==> config.mk <==
export PLATFORM = sky130hd
export DESIGN_NAME = quad_decoder
export DESIGN_NICKNAME = d
export VERILOG_FILES = /design/src/rtl/quad_pkg.sv /design/src/rtl/quad_filter.sv /design/src/rtl/quad_decoder.sv
export SDC_FILE = /design/constraint.sdc
export NUM_CORES = 1
export LEC_CHECK = 0
export ABC_CLOCK_PERIOD_IN_PS = 3600
export CAP_MARGIN = 15
export CORE_MARGIN = 2
export CORE_UTILIZATION = 37
export CTS_CLUSTER_DIAMETER = 40
export CTS_CLUSTER_SIZE = 14
export DETAILED_ROUTE_END_ITERATION = 7
export SYNTH_ARGS = -nofsm -noshare
export SYNTH_HDL_FRONTEND = slang
export SYNTH_SLANG_ARGS = --single-unit
==> constraint.sdc <==
create_clock -name clk -period 3.6 [get_ports clk]
set_input_delay 0.72 -clock clk [delete_from_list [all_inputs] [get_ports clk]]
set_output_delay 0.72 -clock clk [all_outputs]
set_load 0.02 [all_outputs]
==> src/rtl/quad_pkg.sv <==
// Shared encodings and helpers for the quadrature decoder.
package quad_pkg;

    // Step command encoding consumed by the up/down position counter
    localparam logic [1:0] UD_NONE = 2'b00;
    localparam logic [1:0] UD_UP   = 2'b01;
    localparam logic [1:0] UD_DOWN = 2'b10;

    localparam int ERR_CNT_W = 8;

    typedef enum logic {
        ST_INIT,
        ST_RUN
    } quad_state_t;

    // A leads B: 00 -> 10 -> 11 -> 01 -> 00
    function automatic logic is_fwd(input logic [1:0] prev, input logic [1:0] cur);
        case ({prev, cur})
            4'b00_10, 4'b10_11, 4'b11_01, 4'b01_00: is_fwd = 1'b1;
            default:                                is_fwd = 1'b0;
        endcase
    endfunction

    // B leads A: 00 -> 01 -> 11 -> 10 -> 00
    function automatic logic is_rev(input logic [1:0] prev, input logic [1:0] cur);
        case ({prev, cur})
            4'b00_01, 4'b01_11, 4'b11_10, 4'b10_00: is_rev = 1'b1;
            default:                                is_rev = 1'b0;
        endcase
    endfunction

endpackage

==> src/rtl/quad_filter.sv <==
// Two-flop synchronizer followed by a persistence glitch filter for one
// encoder channel. The synchronized level is also exported so the decoder
// can seed its history while the filter is bypassed.
module quad_filter #(
    parameter int FILTER_LEN = 4
) (
    input  logic clk,
    input  logic reset,
    input  logic in,
    input  logic bypass,
    output logic sync,
    output logic filt
);

    localparam logic [3:0] CNT_LAST = 4'(FILTER_LEN - 1);

    logic [1:0] sync_q, sync_d;
    logic       filt_q, filt_d;
    logic [3:0] cnt_q,  cnt_d;

    // Shift the raw input through the metastability chain; filter tracks it
    always_comb begin
        sync_d = {sync_q[0], in};
        filt_d = filt_q;
        cnt_d  = cnt_q;
        if (bypass) begin
            filt_d = sync_q[1];
            cnt_d  = '0;
        end else if (sync_q[1] == filt_q) begin
            cnt_d  = '0;
        end else if (cnt_q == CNT_LAST) begin
            filt_d = sync_q[1];
            cnt_d  = '0;
        end else begin
            cnt_d  = cnt_q + 4'd1;
        end
    end

    // State registers, cleared asynchronously
    always_ff @(posedge clk or posedge reset) begin
        if (reset) begin
            sync_q <= '0;
            filt_q <= 1'b0;
            cnt_q  <= '0;
        end else begin
            sync_q <= sync_d;
            filt_q <= filt_d;
            cnt_q  <= cnt_d;
        end
    end

    assign sync = sync_q[1];
    assign filt = filt_q;

endmodule

==> src/rtl/quad_decoder.sv <==
// x4 quadrature decoder: filtered A/B channels are compared with the previous
// sample every cycle and turned into registered one-cycle step commands.
// Double transitions are reported as errors and counted with saturation.
module quad_decoder
    import quad_pkg::*;
#(
    parameter int FILTER_LEN = 4
) (
    input  logic                 clk,
    input  logic                 reset,
    input  logic                 a_in,
    input  logic                 b_in,
    input  logic                 clr_err,
    output logic [1:0]           up_down,
    output logic                 step,
    output logic                 dir,
    output logic                 err,
    output logic [ERR_CNT_W-1:0] err_cnt
);

    // INIT covers the synchronizer depth plus one filter window
    localparam logic [4:0] INIT_LAST = 5'(FILTER_LEN + 1);

    quad_state_t          state_q,    state_d;
    logic [4:0]           init_cnt_q, init_cnt_d;
    logic [1:0]           prev_ab_q,  prev_ab_d;
    logic [1:0]           up_down_q,  up_down_d;
    logic                 step_q,     step_d;
    logic                 dir_q,      dir_d;
    logic                 err_q,      err_d;
    logic [ERR_CNT_W-1:0] err_cnt_q,  err_cnt_d;

    logic       bypass;
    logic       s_a, s_b;
    logic       filt_a, filt_b;
    logic [1:0] cur;

    assign bypass = (state_q == ST_INIT);
    assign cur    = {filt_a, filt_b};

    quad_filter #(.FILTER_LEN(FILTER_LEN)) u_filt_a (
        .clk    (clk),
        .reset  (reset),
        .in     (a_in),
        .bypass (bypass),
        .sync   (s_a),
        .filt   (filt_a)
    );

    quad_filter #(.FILTER_LEN(FILTER_LEN)) u_filt_b (
        .clk    (clk),
        .reset  (reset),
        .in     (b_in),
        .bypass (bypass),
        .sync   (s_b),
        .filt   (filt_b)
    );

    // Next state, transition decode and error counting
    always_comb begin
        state_d    = state_q;
        init_cnt_d = init_cnt_q;
        prev_ab_d  = prev_ab_q;
        up_down_d  = UD_NONE;
        step_d     = 1'b0;
        dir_d      = dir_q;
        err_d      = 1'b0;

        case (state_q)
            ST_INIT: begin
                prev_ab_d  = {s_a, s_b};
                init_cnt_d = init_cnt_q + 5'd1;
                if (init_cnt_q == INIT_LAST) begin
                    state_d    = ST_RUN;
                    init_cnt_d = '0;
                end
            end
            ST_RUN: begin
                prev_ab_d = cur;
                if (is_fwd(prev_ab_q, cur)) begin
                    up_down_d = UD_UP;
                    step_d    = 1'b1;
                    dir_d     = 1'b0;
                end else if (is_rev(prev_ab_q, cur)) begin
                    up_down_d = UD_DOWN;
                    step_d    = 1'b1;
                    dir_d     = 1'b1;
                end else if ((prev_ab_q ^ cur) == 2'b11) begin
                    err_d     = 1'b1;
                end
            end
            default: state_d = ST_INIT;
        endcase

        // Count each err pulse as it is presented; a clear wins over it
        err_cnt_d = err_cnt_q;
        if (clr_err) begin
            err_cnt_d = '0;
        end else if (err_q && (err_cnt_q != {ERR_CNT_W{1'b1}})) begin
            err_cnt_d = err_cnt_q + 1'b1;
        end
    end

    // Control and output registers, cleared asynchronously
    always_ff @(posedge clk or posedge reset) begin
        if (reset) begin
            state_q    <= ST_INIT;
            init_cnt_q <= '0;
            prev_ab_q  <= '0;
            up_down_q  <= UD_NONE;
            step_q     <= 1'b0;
            dir_q      <= 1'b0;
            err_q      <= 1'b0;
            err_cnt_q  <= '0;
        end else begin
            state_q    <= state_d;
            init_cnt_q <= init_cnt_d;
            prev_ab_q  <= prev_ab_d;
            up_down_q  <= up_down_d;
            step_q     <= step_d;
            dir_q      <= dir_d;
            err_q      <= err_d;
            err_cnt_q  <= err_cnt_d;
        end
    end

    assign up_down = up_down_q;
    assign step    = step_q;
    assign dir     = dir_q;
    assign err     = err_q;
    assign err_cnt = err_cnt_q;

endmodule

==> metrics.cfg <==
[cells_and_area]
mostFrequentLayoutCells = dfrtp_1 (35), clkdlybuf4s50_1 (17), nor2_1 (8)
area.sequential_um2 = 876
nFillCells = 388
syn_to_final_growth_pct = 18.8
finalInstanceArea_mm2 = 0.00185
multiInputGateArea_um2 = 641
n_antenna_cell = 0
stdcell_count = 205
nNetsFinal = 166
layout_commonest_cell = dfrtp_1
drive_gt1_share_pct = 10.3

[worst_setup_path]
cp-end-kind = output pin
crit_buf_inv = 1
required_ns = 2.88
r2r_slack_ns = 1.82
crit_path_cell_trace = clkdlybuf4s50_1
r2r-start = err_cnt[0]$_DFFE_PP0P_
r2r-end = err_cnt[0]$_DFFE_PP0P_
crit_arrival_ns = 1.42
critPathSlowestCell = clkdlybuf4s50_1
crit_path_start_kind = flip-flop
critPathMaxStageDelay_ns = 0.66
cp_top_family = buffers and inverters
criticalPathCategory = flip-flop to output pin
path_max_fanout = 10
r2r_cells = 4

[sta]
relSlewSlack_pct = 67.5
worstMarginPinSlew_ns = 0.488
fmax_ghz = 0.467
fin_skew_ns = 0.00459
post-route-period-util_pct = 59.5
hold_violations = 0
drv_slew = 0
setup_viol = 0
rsz0062_at_grt = no
min_period_ns = 2.14
fin_setup_tns_ns = 0

[power]
vdd_drop_max_mv = 0.244
leakage_nw = 0.836
power.internal_w = 0.000770
p_comb_share_pct = 28.3
power.switching_w = 0.000335
p_sw_share_pct = 30.3
power_frac_seq_pct = 49.2
power_density_mw_per_mm2 = 597
clkPwrFrac_pct = 22.5

[placed_design]
placed_area_mm2 = 0.00178
hpwl_um = 1780
placed_cells = 199
numPortBuffers = 17
gp_congestion = 0.715

[clock_network]
path_clk_slew_ns = 0.06
post_cts_buffers = 0
htreeDepth = 2
clock_path_buffers = 2
cts_buffers = 5
clk_latency_ns = 0.27
cts_tree = built
root_buffer = clkbuf_8
cts-resized-gates = 0
hold_buffers = 0
cts.sinks = 35

[worst_hold_path]
holdPathEnd = u_filt_a.sync_q[1]$_DFF_PP0_
hold_depth = 0
hp-start = u_filt_a.sync_q[0]$_DFF_PP0_
hold_class = flip-flop to flip-flop

[route]
drc = 0
ant_nets = 0
top_layer = met4
vias = 1045
wirelength_um = 2530
routed-wl-met2_um = 1220
drt_pass1_iterations = 4
met1Wirelength_um = 1180
wl_per_cell_um = 12.4
route.met3.wl_um = 100
via_per_inst = 5.10
drt-initial-drc-count = 52

[global_route]
overflow = 0
grt_pass1_wl_um = 4340
antenna_found_initial = 0
grt_pass1_vias = 1027
grt_max_degree = 36
track_usage_pct = 12.7

[outcome]
status = finished clean

[floorplanning]
die_x_um = 68.9
core_area_mm2 = 0.00403
row_count = 23
die_area_mm2 = 0.00475
dieHeight_um = 68.9
initial_core_util_pct = 38.7
num_io_pins = 18

[run]
maxCapViolations = 0

[synth]
synth_cells = 135
synth.top_cell.area_share_pct = 56.2
yosys.area_share.simple_pct = 16.6
synth_area_mm2 = 0.00156
yosys.area.top_type = dfrtp_1
synthMuxAreaShare_pct = 5.70
synth_compound_area_share_pct = 9.71
synth_cell_types = 34
synth-seq-cells = 35
synth_xor_area_share_pct = 5.06
synth_top_family_by_area = simple AND/OR/NAND/NOR gates
yosys.area_share.adder_pct = 4.01
synth_nets = 145
ys_warn_count = 0
syn_avg_cell_area_um2 = 11.5
synthTopCellsByArea = dfrtp_1 (56%), mux2_2 (5.1%), ha_1 (4.0%)
ys_seq_area_share_pct = 56.2

==> routing by layer <==
| metal | global-route usage, % | vias up |
|---|---|---|
| met5 | 0 | - |
| met4 | 4.41 | 0 |
| met3 | 5.84 | 5 |
| met2 | 22.4 | 15 |
| met1 | 13.5 | 506 |
| li1 | - | 519 |
==> power groups by stage <==
stage                     Combinational, W  Sequential [W]  Clock, W
final                             0.000313        0.000543  0.000249
after global routing              0.000355        0.000552  0.000289
after CTS                         0.000320        0.000543  0.000260
after detailed placement          0.000318        0.000551         0
after global placement            0.000312        0.000546         0
after floorplan                   0.000192        0.000571         0
==> cells in the mapped netlist <==
cell,count
nand4b_1,1
nand2b_1,1
nor3_1,3
or4b_1,1
mux2_2,7
and4_2,1
a211oi_1,6
a31oi_1,1
nor2b_1,3
dfrtp_1,35
nor3b_1,3
nand2_1,7
xor2_1,7
nand4_1,4
nor2_1,8
ha_1,5
nand3b_1,1
o211a_1,1
mux2i_1,1
nand3_1,6
o21bai_1,2
or2_2,1
buf_4,1
inv_1,6
o31ai_1,1
xnor2_1,2
and4_4,1
buf_2,1
a21o_1,2
clkbuf_1,2
a21oi_1,3
and3_1,5
a21boi_0,3
o21ai_0,3
==> registers in the layout, summed over array words and instances (netlist names) <==
signal,count
err_cnt,8
init_cnt_q,5
u_filt_a.cnt_q,4
u_filt_b.cnt_q,4
prev_ab_q,2
u_filt_a.sync_q,2
u_filt_b.sync_q,2
up_down,2
dir,1
err,1
state_q,1
step,1
u_filt_a.filt,1
u_filt_b.filt,1
==> cell type report <==
class,instances,share of cell area [%]
sequential,35,47.3
tap,50,3.38
timing repair buffer,18,9.59
multi-input combinational,90,34.6
inverter,6,1.22
clock buffer,6,3.92
==> worst max path at each step <==
| stage | from | end | slack [ns] | cells after the start |
|---|---|---|---|---|
| after floorplan | err_cnt[0]$_DFFE_PP0P_ | err_cnt[7]$_DFFE_PP0P_ | 1.87 | 4 |
| after global placement | err$_DFF_PP0_ | err | 1.76 | 1 |
| after detailed placement | clr_err | err_cnt[0]$_DFFE_PP0P_ | 1.74 | 3 |
| after CTS | err$_DFF_PP0_ | err | 1.45 | 1 |
| after global routing | err$_DFF_PP0_ | err | 1.38 | 1 |
| final | err$_DFF_PP0_ | err | 1.46 | 1 |
==> stage by stage <==
step	worst slack, ns	power [W]	util, %	hold slack [ns]
3_5_place_dp	1.74	0.000869	44.2	0.343
3_3_place_gp	1.76	0.000858	44.2	0.332
2_1_floorplan	1.87	0.000763	-	0.331
4_1_cts	1.45	0.00112	46.0	0.358
6_report	1.46	0.00110	46.0	0.357
5_1_grt	1.38	0.00120	46.0	0.370
==> cells by family (layout without fill, tap and decap cells) <==
kind of cell               count (synthesis)  in the layout
and+or+nand+nor                           46             46
buffers and inverters                     10             30
DFF                                       35             35
muxes                                      8              8
AOI/OAI and AO/OA                         22             22
xor gates and xnor gates                   9              9
adders and majority gates                  5              5
Note: power is estimated with default switching activity, not from simulation.
